<file path="src/rtl/color_detect.sv">
// Steps a TCS3200-style sensor through red/green/blue filters and counts pulses
// inside each calibrated window. Optional free-running mode: COLOR_AUTO_RESTART_EN.
module color_detect #(
    parameter int unsigned SETTLE_CYCLES = 16,
    localparam int unsigned TIME_W       = 64,
    localparam int unsigned SETTLE_W     = 16,
    localparam int unsigned PULSE_W      = 9,
    localparam int unsigned RES_W        = 8
) (
    input  logic              clk,
    input  logic              rst,
    input  logic              frequncy,
    input  logic [TIME_W-1:0] R_time,
    input  logic [TIME_W-1:0] G_time,
    input  logic [TIME_W-1:0] B_time,
    input  logic              cal_ready,
    input  logic              start,
    output logic [1:0]        filter_select,
    output logic [RES_W-1:0]  red,
    output logic [RES_W-1:0]  green,
    output logic [RES_W-1:0]  blue,
    output logic              valid,
    output logic              busy
);

    localparam logic [2:0] S_IDLE  = 3'd0;
    localparam logic [2:0] S_SET_R = 3'd1;
    localparam logic [2:0] S_WIN_R = 3'd2;
    localparam logic [2:0] S_SET_G = 3'd3;
    localparam logic [2:0] S_WIN_G = 3'd4;
    localparam logic [2:0] S_SET_B = 3'd5;
    localparam logic [2:0] S_WIN_B = 3'd6;
    localparam logic [2:0] S_DONE  = 3'd7;

    localparam logic [1:0] FS_RED   = 2'b00;
    localparam logic [1:0] FS_GREEN = 2'b11;
    localparam logic [1:0] FS_BLUE  = 2'b10;
    localparam logic [1:0] FS_CLEAR = 2'b01;

    localparam logic [SETTLE_W-1:0] SETTLE_LAST = SETTLE_W'(SETTLE_CYCLES - 1);
    localparam logic [PULSE_W-1:0]  PULSE_SAT   = PULSE_W'(255);

    logic [2:0]          state, state_nx;
    logic                freq_s1, freq_s2, freq_d;
    logic [SETTLE_W-1:0] settle_cnt, settle_nx;
    logic [TIME_W-1:0]   win_cnt, win_cnt_nx;
    logic [TIME_W-1:0]   win_len, win_len_nx;
    logic [PULSE_W-1:0]  pulse_cnt, pulse_nx;
    logic [RES_W-1:0]    stage_r, stage_r_nx;
    logic [RES_W-1:0]    stage_g, stage_g_nx;
    logic [RES_W-1:0]    red_nx, green_nx, blue_nx;
    logic [1:0]          fs_nx;
    logic                valid_nx, busy_nx;

    logic                edge_c;
    logic                settle_last_c;
    logic                win_last_c;
    logic [PULSE_W-1:0]  pulse_acc_c;
    logic [RES_W-1:0]    result_c;

    // Rising edge of the synchronised sensor wave
    assign edge_c        = freq_s2 & ~freq_d;
    assign settle_last_c = (settle_cnt == SETTLE_LAST);
    // A zero-length window still spends one cycle in WIN_x
    assign win_last_c    = (win_len == '0) || ((win_cnt + TIME_W'(1)) == win_len);
    assign pulse_acc_c   = (edge_c && (pulse_cnt < PULSE_SAT)) ? pulse_cnt + PULSE_W'(1)
                                                               : pulse_cnt;
    // Result includes an edge seen in the final window cycle
    assign result_c      = (win_len == '0)           ? RES_W'(0) :
                           (pulse_acc_c > PULSE_SAT) ? RES_W'(255) :
                                                       pulse_acc_c[RES_W-1:0];

    // Sensor input synchroniser and edge-detect register
    always_ff @(posedge clk) begin
        if (rst) begin
            freq_s1 <= 1'b0;
            freq_s2 <= 1'b0;
            freq_d  <= 1'b0;
        end else begin
            freq_s1 <= frequncy;
            freq_s2 <= freq_s1;
            freq_d  <= freq_s2;
        end
    end

    // State register
    always_ff @(posedge clk) begin
        if (rst) begin
            state <= S_IDLE;
        end else begin
            state <= state_nx;
        end
    end

    // Next-state, datapath and output decode
    always_comb begin
        state_nx   = state;
        settle_nx  = '0;
        win_cnt_nx = '0;
        win_len_nx = win_len;
        pulse_nx   = '0;
        stage_r_nx = stage_r;
        stage_g_nx = stage_g;
        red_nx     = red;
        green_nx   = green;
        blue_nx    = blue;

        case (state)
            S_IDLE: begin
                if (start && cal_ready) begin
                    state_nx = S_SET_R;
                end
            end
            S_SET_R: begin
                if (settle_last_c) begin
                    state_nx   = S_WIN_R;
                    win_len_nx = R_time;
                end else begin
                    settle_nx = settle_cnt + SETTLE_W'(1);
                end
            end
            S_SET_G: begin
                if (settle_last_c) begin
                    state_nx   = S_WIN_G;
                    win_len_nx = G_time;
                end else begin
                    settle_nx = settle_cnt + SETTLE_W'(1);
                end
            end
            S_SET_B: begin
                if (settle_last_c) begin
                    state_nx   = S_WIN_B;
                    win_len_nx = B_time;
                end else begin
                    settle_nx = settle_cnt + SETTLE_W'(1);
                end
            end
            S_WIN_R: begin
                win_cnt_nx = win_cnt + TIME_W'(1);
                pulse_nx   = pulse_acc_c;
                if (win_last_c) begin
                    state_nx   = S_SET_G;
                    stage_r_nx = result_c;
                end
            end
            S_WIN_G: begin
                win_cnt_nx = win_cnt + TIME_W'(1);
                pulse_nx   = pulse_acc_c;
                if (win_last_c) begin
                    state_nx   = S_SET_B;
                    stage_g_nx = result_c;
                end
            end
            S_WIN_B: begin
                win_cnt_nx = win_cnt + TIME_W'(1);
                pulse_nx   = pulse_acc_c;
                // Publish all three together as DONE is entered
                if (win_last_c) begin
                    state_nx = S_DONE;
                    red_nx   = stage_r;
                    green_nx = stage_g;
                    blue_nx  = result_c;
                end
            end
            S_DONE: begin
`ifdef COLOR_AUTO_RESTART_EN
                state_nx = cal_ready ? S_SET_R : S_IDLE;
`else
                state_nx = S_IDLE;
`endif
            end
            default: begin
                state_nx = S_IDLE;
            end
        endcase

        case (state_nx)
            S_SET_R, S_WIN_R: fs_nx = FS_RED;
            S_SET_G, S_WIN_G: fs_nx = FS_GREEN;
            S_SET_B, S_WIN_B: fs_nx = FS_BLUE;
            default:          fs_nx = FS_CLEAR;
        endcase
        valid_nx = (state_nx == S_DONE);
        busy_nx  = (state_nx != S_IDLE);
    end

    // Datapath and registered outputs
    always_ff @(posedge clk) begin
        if (rst) begin
            settle_cnt    <= '0;
            win_cnt       <= '0;
            win_len       <= '0;
            pulse_cnt     <= '0;
            stage_r       <= '0;
            stage_g       <= '0;
            red           <= '0;
            green         <= '0;
            blue          <= '0;
            filter_select <= FS_CLEAR;
            valid         <= 1'b0;
            busy          <= 1'b0;
        end else begin
            settle_cnt    <= settle_nx;
            win_cnt       <= win_cnt_nx;
            win_len       <= win_len_nx;
            pulse_cnt     <= pulse_nx;
            stage_r       <= stage_r_nx;
            stage_g       <= stage_g_nx;
            red           <= red_nx;
            green         <= green_nx;
            blue          <= blue_nx;
            filter_select <= fs_nx;
            valid         <= valid_nx;
            busy          <= busy_nx;
        end
    end

endmodule

</file>
<file path="config.mk">
export PLATFORM = sky130hd
export DESIGN_NAME = color_detect
export DESIGN_NICKNAME = d
export VERILOG_FILES = /design/src/rtl/color_detect.sv
export SDC_FILE = /design/constraint.sdc
export NUM_CORES = 1
export LEC_CHECK = 0
export ABC_CLOCK_PERIOD_IN_PS = 5050
export BUFFER_PORTS_ARGS = -buffer_cell sky130_fd_sc_hd__buf_2
export CAP_MARGIN = 30
export CORE_MARGIN = 10
export CORE_UTILIZATION = 55
export CTS_BUF_LIST = sky130_fd_sc_hd__clkbuf_4
export CTS_CLUSTER_SIZE = 14
export DETAILED_ROUTE_END_ITERATION = 6
export PLACE_DENSITY = 0.78
export SETUP_SLACK_MARGIN = 0.4
export SLEW_MARGIN = 20
export SYNTH_ARGS = -nofsm -noshare
export SYNTH_HDL_FRONTEND = slang
export SYNTH_SLANG_ARGS = --single-unit
</file>
<file path="constraint.sdc">
create_clock -name clk -period 5.05 [get_ports clk]
set_input_delay 0.505 -clock clk [delete_from_list [all_inputs] [get_ports clk]]
set_output_delay 0.505 -clock clk [all_outputs]
set_load 0.01 [all_outputs]
</file>
Word level (Yosys, flattened, before mapping):

Cells that the tools add are included.

* register bits after elaboration: 203
* bits of input ports: 197
* output and inout bits: 28
* logic and storage cells: 78

* add/subtract/negate cells: 3
* magnitude comparators: 2
* equality and inequality tests: 19
* multiplexer cells: 16
* bitwise operators: 4
* reductions and logical operators: 18

Operator list (count)
* two-way mux 64 bit: 3
* case mux 64 bit (3 select lines): 1
* adder 64 x 1 -> 64 bit, second input constant: 1
* == test 64 bit: 1
* zero test 64 bit: 1
* == test 3 bit, second input constant: 8
* case mux 3 bit (8 select lines): 1
* two-way mux 3 bit: 7
* adder 16 x 1 -> 16 bit, second input constant: 1
* == test 16 x 4 -> 1 bit, second input constant: 1
* two-way mux 8 bit: 2
* == test 3 x 2 -> 1 bit, second input constant: 4
* adder 9 x 1 -> 9 bit, second input constant: 1
* > comparator 9 x 8 -> 1 bit, second input constant: 1
* < comparator 9 x 8 -> 1 bit, second input constant: 1
* two-way mux 9 bit: 1
* OR reduction 3 bit: 3
* OR reduction 2 bit: 4
* == test 3 x 1 -> 1 bit, second input constant: 2
* != test 2 bit, second input constant: 3
* case mux 2 bit (3 select lines): 1
* AND reduction 2 bit: 3
* nonzero test 3 bit: 2
* AND reduction 4 bit: 1
* 5 further kinds: 8

Longest topological paths before layout:

Gate-level depths: netlist (run 1).

* depth after elaboration: 8
* gate-level depth with buffers: 18

Worst setup path before layout (run 1):

No wires, ideal clock.

* kind: reg2reg
* start: register win_cnt[0]
* end: register filter_select[1]
* data arrival time: 4202 ps
* data required time: 4919 ps
* path slack: 717 ps
* stages on the path, launching flop included: 18
* buffers on the path: 3
* cell sequence: dfxtp_1 ha_1 and3_1 and4_1 buf_2 nand4_1 a311o_1 or4_1 or4_1 nor4_2 and4_1 buf_6 buf_4 nor2_1 o21a_1 ha_1 nor4_1 nor3_1

* longest elaborated chain between the ends: 8
* elaborated cells on any way between the ends: 17

Ends and longest elaborated chain
* start, declared: RTL line 46 `logic [TIME_W-1:0] win_cnt, win_cnt_nx;`
* start signal, assigned: RTL line 204 `win_cnt <= win_cnt_nx;`
* adder 64 x 1 -> 64 bit (*): RTL line 65 `assign win_last_c = (win_len == '0) || ((win_cnt + TIME_W'(1)) == win_len);`
* == test 64 bit (*): RTL line 65
* logical OR 1 bit (*): RTL line 65
* two-way mux 3 bit, on equally long branches: RTL line 158, 141, 149
* case mux 3 bit (8 select lines) (*): RTL line 108 `case (state)`
* == test 3 bit (tied with other cells): RTL line 177 `case (state_nx)`
* OR reduction 2 bit: RTL line 177
* case mux 2 bit (3 select lines) (*): RTL line 177
* end signal, assigned: RTL line 212 `filter_select <= fs_nx;`
* end, declared: RTL line 18 `output logic [1:0] filter_select,`

Mark *: on every way between the ends. The rest lies on a longest branch, timed or not.
A chain may end at the register's enable or synchronous reset.

Final worst setup path (run 1):

Same ends and word-level chain as after synthesis.

==> impl_metrics.yaml, run 1 <==
status:
  outcome: "finished, violations left"
  violations: "DRC"
power:
  leakagePower_nw: 5.398
  peakVddDrop_mv: 0.1432
  finalPower_w: 0.003272
  p_per_area_nw_per_um2: 206.9
placement:
  place.gp.congestion: 1.041
  portBuffers: 224
  place_ws_ns: 0.3782
  hpwl_um: 39030
drt:
  vias: 14797
  drt_iter0_drc: 1636
  drc: 2
  firstDrtPassIters: 7
  finalWirelength_um: 51590
  vias_per_cell: 6.400
  antenna_left: 0
  wl_per_cell_um: 22.31
yosys:
  ys.flop_type: "dfxtp_1"
  yosys_register_bits: 203
  ys_seq_area_share_pct: 29.73
  synth_nets: 1978
  synth.distinct_cells: 78
  synth_edf_count: 0
  synthCells: 1774
  synthesis.area_um2: 13670
  avgSynthCellArea_um2: 7.706
  async_flop_share_pct: 0
  yosys_warnings: 0
sta:
  fin_crit_sh_pct: 90.02
  relSlewSlack_pct: 35.25
  rsz0062_at_grt: "false"
  final.min_clock_period_ns: 4.546
  hold_violations: 0
  totalNegativeSetupSlack_ns: 0
  fmax_mhz: 220.0
  worst_pin_slew_ns: 0.9712
  setup_violations: 0
  setup_slack_ns: 0.5039
  finalClockSkew_ns: 0.05602
  slew_violations: 0
clock_tree:
  cts_sinks: 203
  ctsHoldBuffers: 0
  numCtsBuffers: 53
  cts-root-buf: "clkbuf_4"
  cts_buffer_depth: 3
  ctsHtreeMaxLevel: 2
  cts_tree: "built"
  worst_skew_pair.late_latency_ns: 0.70
  path_clk_slew_ns: 0.07
worst_hold_path:
  holdPathStages: 2
  min_path_type: "primary input to flip-flop"
floorplanning:
  die_h_um: 177.7
  rows: 57
  ioPinCount: 225
  fp.dieW_um: 177.7
  die_area_um2: 31560
  start_util_pct: 56.05
  core_um2: 24390
critical_path:
  critPathCaptureType: "flip-flop"
  required_ns: 5.53
  critPathLaunchType: "flip-flop"
  r2r_cells: 14
  arrival_ns: 5.03
  cp_max_fo: 7
  path_class: "flip-flop to flip-flop"
global_routing:
  grt_usage_pct: 31.63
  grt_pass1_vias: 13769
  grt_pass1_wl_um: 79090
  grt_antenna_before_repair: 3
  grt_start_max_net_pins: 265
  grt_overflow: 0
layout:
  layout-drive-gt1-share_pct: 20.90
  area_growth_pct: 15.70
  final_nets: 2157
run:
  drv_cap: 0
[cells in the final DEF (no fill, tap or decap), drive strengths merged, types with 4 or more instances in the layout]
master | Yosys | layout
o31a | 4 | 4
nand2 | 75 | 75
o21ai | 150 | 150
nand4 | 56 | 56
o311ai | 82 | 82
nand2b | 93 | 93
o32ai | 5 | 5
nor4b | 66 | 66
ha | 7 | 7
o211ai | 7 | 7
dfxtp | 203 | 203
nand3 | 47 | 47
inv | 35 | 35
and4 | 12 | 12
a21oi | 107 | 107
and2 | 27 | 27
xnor2 | 66 | 66
a211oi | 4 | 4
o22ai | 4 | 4
nor2 | 202 | 202
or3 | 16 | 16
a31oi | 8 | 8
a211o | 4 | 4
nor3 | 19 | 19
o2111ai | 8 | 8
or2 | 4 | 4
clkbuf | 121 | 80
and3 | 13 | 13
or4 | 14 | 14
nor4 | 59 | 59
xor2 | 34 | 34
buf | 36 | 281
xnor3 | 4 | 4
mux2 | 25 | 25
nor2b | 37 | 37
nor3b | 8 | 8
mux2i | 4 | 4
clkinv | 0 | 7
nand3b | 66 | 66
[layout make-up]
class | count | area (um2)
Sequential cell | 203 | 4084
Clock inverter | 8 | 43.79
Fill cell | 2176 | 8574
Timing Repair Buffer | 281 | 1622
Tap cell | 324 | 405.4
Antenna cell | 2 | 5.005
Clock buffer | 80 | 600.6
Multi-Input combinational cell | 1379 | 8924
Inverter | 35 | 132.6
[critical path, stage by stage, from the launching register on]
cell	delay, ns
dfxtp_2	0.38
ha_1	0.24
and3_2	0.27
and4_4	0.29
nand4_1	0.14
a311o_1	0.37
or4_1	0.51
or4_1	0.61
nor4_2	0.39
and4_4	0.31
nor2_1	0.08
o21a_1	0.21
ha_1	0.20
nor4_1	0.28
nor3_1	0.09
[routing by layer]
metal	track usage, %	wire length (um)	vias to the layer above
met5	0	0	-
met4	10.70	1539	0
met3	7.544	5332	98
met2	47.65	22860	772
met1	43.39	21860	6986
li1	-	-	6941
[synthesized netlist by cell type (12+ instances only)]
cell type | number | area, um2
buf_2 | 18 | 90.09
nand4_1 | 54 | 337.8
or4_1 | 13 | 97.59
dfxtp_1 | 203 | 4064
nor2_1 | 201 | 754.5
o311ai_0 | 81 | 709.4
and4_1 | 12 | 105.1
nor3_1 | 18 | 90.09
clkbuf_1 | 120 | 450.4
nor2b_1 | 37 | 231.5
or3_1 | 16 | 100.1
and3_1 | 13 | 81.33
nand2b_1 | 93 | 581.8
inv_1 | 34 | 127.6
xor2_1 | 34 | 297.8
and2_1 | 27 | 168.9
nor4b_1 | 66 | 578.1
buf_1 | 15 | 56.30
a21oi_1 | 107 | 535.5
nand2_1 | 75 | 281.5
xnor2_1 | 66 | 578.1
o21ai_0 | 145 | 725.7
nor4_1 | 56 | 350.3
nand3b_1 | 66 | 495.5
nand3_1 | 47 | 235.2
mux2_1 | 24 | 270.3
[cell families (layout without fill, tap and decap cells)]
| family | count (synthesis) | in the layout | synth area share, % |
|---|---|---|---|
| AND/OR/NAND/NOR | 819 | 819 | 34.52 |
| AO/OA/AOI/OAI | 418 | 418 | 19.79 |
| flip-flops | 203 | 203 | 29.73 |
| buffers and inverters | 192 | 404 | 5.555 |
| XOR/XNOR | 106 | 106 | 7.414 |
| multiplexers | 29 | 29 | 2.352 |
| adder cells (fa/ha/maj) | 7 | 7 | 0.6406 |
| other | 0 | 2 | 0 |
[through the flow]
stage	utilization [%]	std cells	hold slack, ns	cell area, um2
2_1_floorplan	-	1774	0.4138	13670
3_3_place_gp	61.46	2216	0.4153	14990
3_5_place_dp	61.65	2218	0.4218	15040
4_1_cts	64.33	2306	0.03265	15690
5_1_grt	64.85	2312	0.04175	15820
6_report	64.85	2312	0.06244	15820
[registers in the layout, summed over array words and instances (netlist names)]
name           cells
stage_g            8
filter_select      2
red                8
win_cnt           64
blue               8
green              8
freq_d             1
stage_r            8
settle_cnt        16
state              3
freq_s2            1
freq_s1            1
valid              1
win_len           64
pulse_cnt          9
busy               1
[worst paths after layout]
path | start | endpoint | slack [ns]
setup / recovery | win_cnt[0] | filter_select[1] | 0.50
hold reg to reg | freq_s1 | freq_s2 | 0.44
hold / removal | frequncy | freq_s1 | 0.06
setup reg to reg | win_cnt[0] | filter_select[1] | 0.50
[what timing repair did]
action | in CTS | in global routing
buffers inserted | 0 | 2
gates resized for setup | 4 | 21
endpoints found under the setup margin | 9 | 27
pin swaps | 0 | 3
[power breakdown]
part / leakage (nW) / total [W] / switching, W / internal, W
sequential: 1.64 / 0.00161 / 0.00000228 / 0.00160
combinational: 3.37 / 0.000267 / 0.000157 / 0.000110
clock: 0.385 / 0.00140 / 0.000680 / 0.000717
No activity file was read; power rests on OpenSTA's default activity.
==> inputs of run 2 (changes only) <==
CORE_UTILIZATION = 35   (was 55)
PLACE_DENSITY = 0.51   (was 0.78)
==> impl_metrics.yaml, run 2 (same netlist as run 1, synthesis figures left out) <==
floorplanning:
  core_um2: 38650
  fp.dieW_um: 217.6
  die_area_um2: 47370
  die_h_um: 217.6
  ioPinCount: 225
  start_util_pct: 35.37
  rows: 72
drt:
  vias: 14503
  firstDrtPassIters: 5
  drt_iter0_drc: 1211
  antenna_left: 0
  finalWirelength_um: 56190
  drc: 0
  wl_per_cell_um: 22.22
  vias_per_cell: 5.735
power:
  peakVddDrop_mv: 0.1487
  finalPower_w: 0.003438
  leakagePower_nw: 5.484
  p_per_area_nw_per_um2: 212.5
critical_path:
  cp_max_fo: 9
  rr_startpoint: "win_cnt[18]"
  r2r_cells: 14
  startpoint: "win_cnt[18]"
  path_class: "flip-flop to flip-flop"
  reg2reg_to: "filter_select[1]"
  arrival_ns: 5.09
  rrSetupSlack_ns: 0.57
  critPathLaunchType: "flip-flop"
  crit_end: "filter_select[1]"
  required_ns: 5.67
  critPathCaptureType: "flip-flop"
layout:
  layout-drive-gt1-share_pct: 21.50
  utilization_pct: 41.86
  area_growth_pct: 18.34
  layout_common_cells: "223 x buf_2, 201 x nor2_1, 189 x dfxtp_1"
  mostFrequentLayoutCell: "buf_2"
  final_nets: 2174
  final_cell_area_um2: 16180
  largestRegisters: "win_cnt: 64 flops, win_len: 64 flops, settle_cnt: 16 flops"
  final_cells: 2529
clock_tree:
  worst_skew_pair.late_latency_ns: 0.81
  cts-root-buf: "clkbuf_4"
  numCtsBuffers: 58
  ctsHtreeMaxLevel: 2
  cts_sinks: 203
  cts_buffer_depth: 3
  path_clk_slew_ns: 0.07
  cts_tree: "built"
run:
  drv_cap: 0
sta:
  rsz0062_at_grt: "false"
  hold_violations: 0
  totalNegativeSetupSlack_ns: 0
  slew_violations: 0
  finalClockSkew_ns: 0.06524
  final.min_clock_period_ns: 4.477
  fin_crit_sh_pct: 88.65
  relSlewSlack_pct: 43.08
  setup_violations: 0
  fmax_mhz: 223.4
  worst_pin_slew_ns: 0.8538
global_routing:
  grt_pass1_wl_um: 84640
  grt_pass1_vias: 13845
  grtUsageMet1_pct: 32.17
  met2_usage_pct: 34.35
  busiest_layer: "met2"
  grt_overflow: 0
  grt_use_met3_pct: 5.409
  grt_usage_pct: 22.95
  grt_start_max_net_pins: 106
  grt_antenna_before_repair: 4
placement:
  hpwl_um: 42910
  portBuffers: 224
  place_area_um2: 15270
  place.gp.congestion: 0.9640
  dp_cells: 2416
worst_hold_path:
  min_path_type: "primary input to flip-flop"
status:
  outcome: "finished, final reports clean"
-- run 2: cell count changes in the layout (fill, tap and decap cells not counted), sizes merged --
cell and delta:
clkinvlp -1, bufinv +1, buf +11, dlygate4sd3 +1
clkinv +5, inv +1, clkbuf +5
-- run 2: area by class of cell --
class                           instances  area (um2)
Antenna cell                            2       5.005
Clock buffer                           85       638.1
Clock inverter                         14       80.08
Fill cell                            4095       22470
Inverter                               35       132.6
Multi-Input combinational cell       1379        8931
Sequential cell                       203        4086
Tap cell                              518       648.1
Timing Repair Buffer                  293        1657
-- run 2: worst min path at each step --
stage | startpoint | to | slack, ns | cells after the start
6_report | rst | win_len[40] | 0.22 | 2
5_1_grt | rst | freq_s2 | 0.19 | 2
4_1_cts | rst | win_len[54] | 0.14 | 2
3_5_place_dp | freq_s1 | freq_s2 | 0.43 | 1
3_3_place_gp | freq_s1 | freq_s2 | 0.42 | 1
2_1_floorplan | freq_s1 | freq_s2 | 0.41 | 1
-- run 2: timing repair --
item                                    in CTS  in global routing
hold buffers                                 1                  0
buffers inserted                             1                  9
resized for setup                            5                 20
endpoints found under the setup margin      25                 32
pin swaps                                    1                  4
hold endpoints to repair                     1                  0
-- run 2: metal layers --
layer | part of all wire (%) | wire length [um]
met3 | 7.0 | 3920
met4 | 1.9 | 1041
met2 | 43 | 24270
met5 | 0.046 | 26
met1 | 48 | 26930
-- run 2: through the flow --
stage                     worst slack, ns  hold slack, ns
final                              0.5731          0.2203
after global routing               0.4001          0.1905
after CTS                          0.4100          0.1417
after detailed placement           0.3739          0.4283
after global placement             0.3698          0.4153
after floorplan                    0.7168          0.4138
-- run 2: power by group --
group	internal, W	switching [W]	leakage, nW	total (W)
registers	0.00161	0.00000332	1.64	0.00161
clock network	0.000811	0.000744	0.433	0.00156
logic	0.000109	0.000166	3.41	0.000275
total	0.00253	0.000913	5.48	0.00344
-- run 2: critical path, stage by stage, from the launching register on --
cell	delay (ns)
dfxtp_1	0.45
nand4_1	0.27
or4_4	0.55
or4_1	0.61
buf_4	0.21
nor2_1	0.20
xor3_1	0.25
a2111oi_1	0.35
and4b_1	0.25
and4_2	0.27
nor2_1	0.08
o21a_1	0.23
ha_1	0.19
nor4_1	0.29
nor3_1	0.07
